**config.mk**
```make
export PLATFORM = sky130hd
export DESIGN_NAME = div_arbiter
export DESIGN_NICKNAME = d
export VERILOG_FILES = /design/src/rtl/div_arbiter.sv
export SDC_FILE = /design/constraint.sdc
export NUM_CORES = 1
export LEC_CHECK = 0
export BUFFER_PORTS_ARGS = -buffer_cell sky130_fd_sc_hd__buf_2
export CAP_MARGIN = 15
export CORE_MARGIN = 8
export CORE_UTILIZATION = 40
export CTS_CLUSTER_SIZE = 25
export DETAILED_ROUTE_END_ITERATION = 7
export GPL_ROUTABILITY_DRIVEN = 0
export GPL_TIMING_DRIVEN = 0
export HOLD_SLACK_MARGIN = 0.05
export PLACE_DENSITY_LB_ADDON = 0.25
export SYNTH_ARGS = -nofsm -noshare
export SYNTH_HDL_FRONTEND = slang
export SYNTH_SLANG_ARGS = --single-unit
```
**constraint.sdc**
```tcl
create_clock -name clk -period 3.1 [get_ports clk]
set_clock_uncertainty 0.05 [all_clocks]
set_input_delay 0.155 -clock clk [delete_from_list [all_inputs] [get_ports clk]]
set_output_delay 0.155 -clock clk [all_outputs]
set_load 0.01 [all_outputs]
```
**src/rtl/div_arbiter.sv**
```systemverilog
// Two-port round-robin arbiter in front of a shared radix-2 restoring divider.
// Operands are captured at grant; done pulses one cycle to the granted port.
module div_arbiter #(
  parameter int unsigned WIDTH  = 8,
  parameter int unsigned DWIDTH = 4
) (
  input  logic              clk,
  input  logic              rst,
  input  logic              req0,
  input  logic [WIDTH-1:0]  num0,
  input  logic [DWIDTH-1:0] den0,
  input  logic              req1,
  input  logic [WIDTH-1:0]  num1,
  input  logic [DWIDTH-1:0] den1,
  output logic              busy,
  output logic              gnt_id,
  output logic              done0,
  output logic              done1,
  output logic [WIDTH-1:0]  quotient,
  output logic [DWIDTH-1:0] remain,
  output logic              div_zero
);

  localparam int unsigned CW = (WIDTH > 1) ? $clog2(WIDTH) : 1;

  typedef enum logic [1:0] {IDLE, DIV, DONE} state_t;

  state_t            state, state_nxt;
  logic              last_grant;
  logic [CW-1:0]     count;
  logic [WIDTH-1:0]  num_sh;
  logic [DWIDTH-1:0] den_q;
  logic [DWIDTH-1:0] rem;

  logic              any_req;
  logic              pick;
  logic [WIDTH-1:0]  win_num;
  logic [DWIDTH-1:0] win_den;
  logic              gnt_nxt;
  logic [DWIDTH:0]   trial;
  logic [DWIDTH-1:0] diff;
  logic              borrow;
  logic [DWIDTH-1:0] rem_step;
  logic [WIDTH-1:0]  num_step;
  logic              last_step;

  // Arbitration, one restoring step and next-state decode
  always_comb begin
    state_nxt = state;
    gnt_nxt   = gnt_id;
    any_req   = req0 | req1;
    pick      = (req0 & req1) ? ~last_grant : req1;
    win_num   = pick ? num1 : num0;
    win_den   = pick ? den1 : den0;
    trial     = {rem, num_sh[WIDTH-1]};
    diff      = trial[DWIDTH-1:0] - den_q;
    borrow    = (trial < {1'b0, den_q});
    rem_step  = borrow ? trial[DWIDTH-1:0] : diff;
    num_step  = {num_sh[WIDTH-2:0], ~borrow};
    last_step = (count == CW'(WIDTH - 1));

    case (state)
      IDLE: begin
        if (any_req) begin
          gnt_nxt   = pick;
          state_nxt = (win_den == '0) ? DONE : DIV;
        end
      end
      DIV: begin
        if (last_step) state_nxt = DONE;
      end
      DONE: state_nxt = IDLE;
      default: state_nxt = IDLE;
    endcase
  end

  always_ff @(posedge clk) begin
    if (rst) begin
      state      <= IDLE;
      last_grant <= 1'b1;
      count      <= '0;
      num_sh     <= '0;
      den_q      <= '0;
      rem        <= '0;
      busy       <= 1'b0;
      gnt_id     <= 1'b0;
      done0      <= 1'b0;
      done1      <= 1'b0;
      quotient   <= '0;
      remain     <= '0;
      div_zero   <= 1'b0;
    end else begin
      state  <= state_nxt;
      busy   <= (state_nxt != IDLE);
      gnt_id <= gnt_nxt;
      done0  <= (state_nxt == DONE) & ~gnt_nxt;
      done1  <= (state_nxt == DONE) & gnt_nxt;

      case (state)
        IDLE: begin
          if (any_req) begin
            last_grant <= pick;
            num_sh     <= win_num;
            den_q      <= win_den;
            rem        <= '0;
            count      <= '0;
            if (win_den == '0) begin
              quotient <= '1;
              remain   <= '0;
              div_zero <= 1'b1;
            end
          end
        end
        DIV: begin
          rem    <= rem_step;
          num_sh <= num_step;
          count  <= count + CW'(1);
          if (last_step) begin
            quotient <= num_step;
            remain   <= rem_step;
            div_zero <= 1'b0;
          end
        end
        default: ;
      endcase
    end
  end

endmodule

```
==> metrics, run 1 <==
Synthesized Nets 239; core area between 0.004 and 0.005 mm²; critical path peak fanout 3; H-tree levels 2; Clk pwr share 0.255; #FFs+latches synth 39; Max Root-Sink Buffers 2; io pins 45; Final setup viols 0; vias per cell ~5.2; DRT Pass-1 Iters 4; most frequent cell after synthesis nor2_1; share of power burned in registers 0.449; final WL between 4 and 5 mm; combinational share of power 0.296; Post-CTS Hold Buffers 1; HPWL Detailed 3.314 mm; initial antenna violation count 0; Avg Cell Area, Syn between 8 and 9 µm²; Cells after DPL 300; Ys Warns 0; setup bufs post-CTS 0; NumNets Final 291; post-synth top area cell dfxtp_1; R2R Setup Slk about 1 ns; Synth top cells by count nor2_1 (43), dfxtp_1 (39), mux2i_1 (14); routed len/inst about 14 µm; Post-synth EDFFs 0; synthesis-to-finish area growth 20.94%; Pwr Total ~0.0013 W; FFs w/ async S/R, synth 0; P_leak 0.9293 nW; vias post-DR between 1500 and 2000; Tcrit/Tclk final 0.6865; CTS tree done; DRC 0; Post-Layout Cell Count approximately 310; P_int just under 0.0009 W; top post-synthesis cells by area dfxtp_1 (43%), nor2_1 (8.8%), mux2i_1 (7.6%); largest net degree at the start of global routing 14; total gr overflow 0; DIE HEIGHT approximately 84 µm; Sw Share 0.3349; initial DRC count about 120; post-route ant nets 0; Setup TNS Final 0 ns; antenna diode instance count 0; synthesized cell area 0.001834 mm²; Yosys top cell area share 0.4256; sw power 0.0004435 W; first-pass GRT wire length between 7 and 8 mm; Setup Crit Path Kind register to register; FMAX 469.9 MHz; Worst EP required ~3.3 ns; vias in the first global route between 1500 and 2000; VDD IR-drop max roughly 320 µV; Fillers 426; FP Rows 24; startpoint types register; Reg clk slew, reported paths around 0.080 ns; Util after Layout 0.5060; Critical Path AT between 2 and 2.5 ns; Sink Count 39; dominant synthesized flop cell dfxtp_1; layout cells sized above 1 0.2685; register area share after synthesis 0.4256; Die W between 80 and 90 µm; CTS Buf Count 5; PostCTS Resize Cnt 0; Worst setup EP type register; Final min period 2.128 ns; HP Class input pin to register; die area 0.007008 mm²; CTS Root Cell clkbuf_8; Fin. Hold Viols 0; worst-skew pair later-pin latency just under 0.3 ns; status completed; PwrDens slightly below 600 mW/mm²; starting density of the core 0.4184; area of the multi-input gates approximately 970 µm²; FF+latch area between 700 and 800 µm²; Total Routing Usage GR 0.1233; post-synthesis cell type count 33; normalized max-slew margin 0.5504; RSZ-0062 raised after global routing no; MaxCap Viol Count 0; Post-Syn Instances around 200; # port buffers 44; Slew Limit Fails 0; Slew @ Worst Pin between 0.6 and 0.7 ns
## metal layers
layer | GRT usage | part of all wire
met3 | 0.02930 | 0.054
met2 | 0.2014 | 0.49
met4 | 0.06279 | 0.021
met1 | 0.1458 | 0.44
met5 | 0 | 0
## stage by stage
| step | setup WS [ns] | area (µm²) | hold WS, ns |
|---|---|---|---|
| after floorplan | 1.207 | 1834 | 0.1913 |
| after global placement | 1.033 | 2120 | 0.3327 |
| after detailed placement | 0.9594 | 2120 | 0.3325 |
| after CTS | 0.9420 | 2218 | 0.1606 |
| after global routing | 0.7865 | 2218 | 0.1777 |
| final | 0.9719 | 2218 | 0.1630 |
## cell usage in the layout (no fill, tap or decap)
cell,instances
buf_2,46
nor2_1,43
dfxtp_1,39
mux2i_1,14
a211oi_1,12
a21oi_1,12
nand2_1,10
inv_1,9
clkbuf_1,9
a211oi_2,8
ha_1,6
nor2b_1,5
clkbuf_8,5
nor3_1,4
or2_2,3
o31ai_1,3
o32ai_1,3
nor4_1,2
a22oi_1,2
o211ai_1,2
nand3_1,2
mux2_2,2
clkinvlp_4,2
a21boi_4,1
buf_4,1
nor3b_1,1
a221o_1,1
nand2b_1,1
o21a_1,1
o311a_1,1
a2111oi_0,1
xnor2_1,1
a31oi_1,1
and2_1,1
fa_1,1
clkinv_2,1
dlygate4sd3_1,1
## cell families (layout without fill, tap and decap cells)
| kind of cell | after synthesis | after routing | synth area share |
|---|---|---|---|
| buffers and inverters | 21 | 74 | 0.04638 |
| xor gates and xnor gates | 1 | 1 | 0.004776 |
| and+or+nand+nor | 72 | 72 | 0.1699 |
| adders and majority gates | 7 | 7 | 0.05184 |
| DFF | 39 | 39 | 0.4256 |
| muxes | 16 | 16 | 0.08867 |
| AOI/OAI and AO/OA | 48 | 48 | 0.2128 |
## final timing paths
check / from / endpoint / cells after the start
setup reg to reg: den_q[1] / remain[3] / 7
hold reg to reg: num_sh[0] / num_sh[0] / 2
setup / recovery: den_q[1] / remain[3] / 7
hold / removal: den0[0] / den_q[0] / 3
## cell type report
cell class              count  area share
plain buffers              12     0.02312
clock buffers               5     0.03102
clock inverters             3    0.009024
inverters                   9     0.01523
multi-input cells         144      0.4365
flip-flops and latches     39      0.3519
well taps                  52     0.02933
repair buffers             45      0.1038
## worst max-delay path, stage by stage, from the launching register on
cell	delay [ns]
dfxtp_1	0.38
inv_1	0.06
ha_1	0.27
nor2b_1	0.16
o311a_1	0.32
a2111oi_0	0.58
mux2i_1	0.15
nor2_1	0.10
## flip-flops by register name, indices dropped and copies added, names as in the netlist
signal and flops:
num_sh 8, quotient 8, den_q 4, rem 4, remain 4, count 3
state 2, busy 1, div_zero 1, done0 1, done1 1, gnt_id 1
last_grant 1
## power groups by stage
| stage | Clock (W) | Sequential [W] | Combinational [W] |
|---|---|---|---|
| 6_report | 0.000338 | 0.000595 | 0.000392 |
| 5_1_grt | 0.000376 | 0.000603 | 0.000437 |
| 4_1_cts | 0.000351 | 0.000594 | 0.000396 |
| 3_5_place_dp | 0 | 0.000606 | 0.000394 |
| 3_3_place_gp | 0 | 0.000605 | 0.000387 |
| 2_1_floorplan | 0 | 0.000612 | 0.000274 |
Power figures use the tool's default switching activity.
==> inputs of run 2 (changes only) <==
Clock period 3.1 ns to 1.88 ns, I/O delays scaled along.
==> metrics, run 2 (synthesis results as in run 1) <==
Place WS -0.1894 ns (-1.149 ns); core area 0.004384 mm² (unchanged); normalized max-slew margin 0.5663 (+0.01583); Slowest cell on crit path dfxtp_1; CTS Buf Count 5 (unchanged); Slew @ Worst Pin 0.6506 ns (-0.02375 ns); first-pass GRT wire length 7.603 mm (+5.5%); share of power burned in registers 0.433 (-0.016); Cells after DPL 300 (unchanged); DIE HEIGHT 83.72 µm (unchanged); Slew Limit Fails 0 (unchanged); post-route ant nets 0 (unchanged); Max Root-Sink Buffers 2 (unchanged); CP max stage delay 0.41 ns (-0.17 ns); io pins 45 (unchanged); starting density of the core 0.4184 (unchanged); R2R Setup Slk 0.11 ns (-0.87 ns); biggest regs num_sh: 8 flops, quotient: 8 flops; Reg-to-Reg Start rem[1]; Fin. Hold Viols 0 (unchanged); end of the critical path remain[3]; Setup Crit Path Kind register to register; Worst EP required 2.06 ns (-1.22 ns); reg2reg end remain[3]; H-tree levels 2 (unchanged); most frequent cells in the layout buf_2 (46), nor2_1 (43), dfxtp_1 (36); Reg clk slew, reported paths 0.08 ns (about the same); most common cell after layout, fill and taps aside buf_2; PwrDens 986.3 mW/mm² (+65%); Die W 83.72 µm (unchanged); die area 0.007008 mm² (unchanged); sequence of cells on the critical path ha_4 > or2_2 > o311a_4 > a2111oi_4 > mux2i_1 > nor2_1; buffers and inverters on the worst path 0 (-1); FP Rows 24 (unchanged); placed cell areas 0.002121 mm² (about the same); MaxCap Viol Count 0 (unchanged); CP Launch Point rem[1]; Util after Layout 0.5263 (+0.02026); M1 WL 2.012 mm (+6.2%); Worst setup EP type register; HPWL Detailed 3.381 mm (+2.0%); status completed; met2 routed wirelength 2.359 mm (+11%); initial DRC count 89 (-25%); Critical Path Stages 6 (-1); FMAX 563.9 MHz (+20%); total gr overflow 0 (unchanged); Design Area, Final 0.002307 mm² (+4.0%); vias per cell 5.260 (+0.96%); Final min period 1.773 ns (-0.3547 ns); routed len/inst 14.94 µm (+6.4%); R2R cell count 6 (-1); final WL 4.645 mm (+7.1%); P_int 0.001506 W (+71%); CTS Root Cell clkbuf_8; cell family with most CP delay compound AO/OA/AOI/OAI gates; # port buffers 44 (unchanged); antenna diode instance count 0 (unchanged); largest net degree at the start of global routing 13 (-1); DRC 0 (unchanged); Sink Count 39 (unchanged); Top Metal Used met4; Post-Layout Cell Count 311 (+0.65%); initial antenna violation count 0 (unchanged); Total Routing Usage GR 0.1309 (+0.007575); HP Class input pin to register; vias in the first global route 1618 (+0.37%); P_leak 0.9597 nW (+3.3%); CTS tree done; vias post-DR 1636 (+1.6%); Tcrit/Tclk final 0.9433 (+0.2568); layout cells sized above 1 0.3166 (+0.04812); Sw Share 0.3380 (+0.003139); combinational share of power 0.326 (+0.030); startpoint types register; synthesis-to-finish area growth 25.78%; setup slack after layout 0.1066 ns (-0.8653 ns); Critical Path AT 1.95 ns (-0.36 ns); worst-skew pair later-pin latency 0.29 ns (about the same); routed wl met3 228 µm (-2.6%); sw power 0.0007692 W (+73%); VDD IR-drop max 379.6 µV (+19%); critical path peak fanout 3 (unchanged); NumNets Final 293 (+0.69%); Clk pwr share 0.241 (-0.014); DRT Pass-1 Iters 4 (unchanged); Final setup viols 0 (unchanged)
[run 2: cell count changes in the layout (fill, tap and decap cells not counted), moves of 2 or more]
cell and delta:
ha_1 -2, dfxtp_1 -3, dfxtp_2 +3, ha_4 +2
buf_4 +3
[run 2: power groups by stage]
stage / sequential [W] / clock, W / combinational, W
4_1_cts: 0.000981 / 0.000558 / 0.000696
3_5_place_dp: 0.000999 / 0 / 0.000657
5_1_grt: 0.000998 / 0.000597 / 0.000824
2_1_floorplan: 0.00101 / 0 / 0.000453
6_report: 0.000984 / 0.000549 / 0.000742
3_3_place_gp: 0.000997 / 0 / 0.000644
[run 2: final cells by class]
cell class              count  area (µm²)
fillers                   443        2077
clock inverters             2       12.51
multi-input cells         144        1039
well taps                  52       65.06
flip-flops and latches     39       784.5
inverters                   9       33.78
clock buffers               6       72.57
plain buffers              11       47.55
repair buffers             48       252.7
[run 2: per-layer routing]
layer  GRT usage  vias up
met5           0        -
met4     0.05024        0
met3     0.03223        5
met2      0.2225       30
met1      0.1531      774
li1            -      827
[run 2: timing repair]
| action | in CTS | in global routing |
|---|---|---|
| hold endpoints to repair | 1 | 0 |
| buffers inserted | 1 | 2 |
| gates resized for setup | 4 | 9 |
| hold buffers | 1 | 0 |
| setup endpoints to repair | 13 | 10 |
| pin swaps | 2 | 4 |
[run 2: tightest hold or removal path, delay by kind of cell]
kind,cells,cell delay (ns)
compound gates,1,0.08
buf+inv,1,0.11
mux,1,0.12
[run 2: worst min-delay path by stage]
stage	from	to	slack [ns]	cells past startpoint
after CTS	den0[1]	den_q[1]	0.11	3
after detailed placement	rst	state[1]	0.27	2
after floorplan	rst	state[1]	0.13	1
final	den0[1]	den_q[1]	0.11	3
after global placement	rst	state[1]	0.27	2
after global routing	den0[1]	den_q[1]	0.11	3
[run 2: per-stage QoR]
stage | hold WS (ns) | TNS (ns) | power, W
finish | 0.1050 | 0 | 0.002276
global route | 0.1137 | -0.03525 | 0.002419
CTS | 0.1050 | 0 | 0.002235
detailed placement | 0.2696 | -0.5943 | 0.001656
global placement | 0.2725 | -0.3429 | 0.001641
floorplan | 0.1303 | 0 | 0.001463
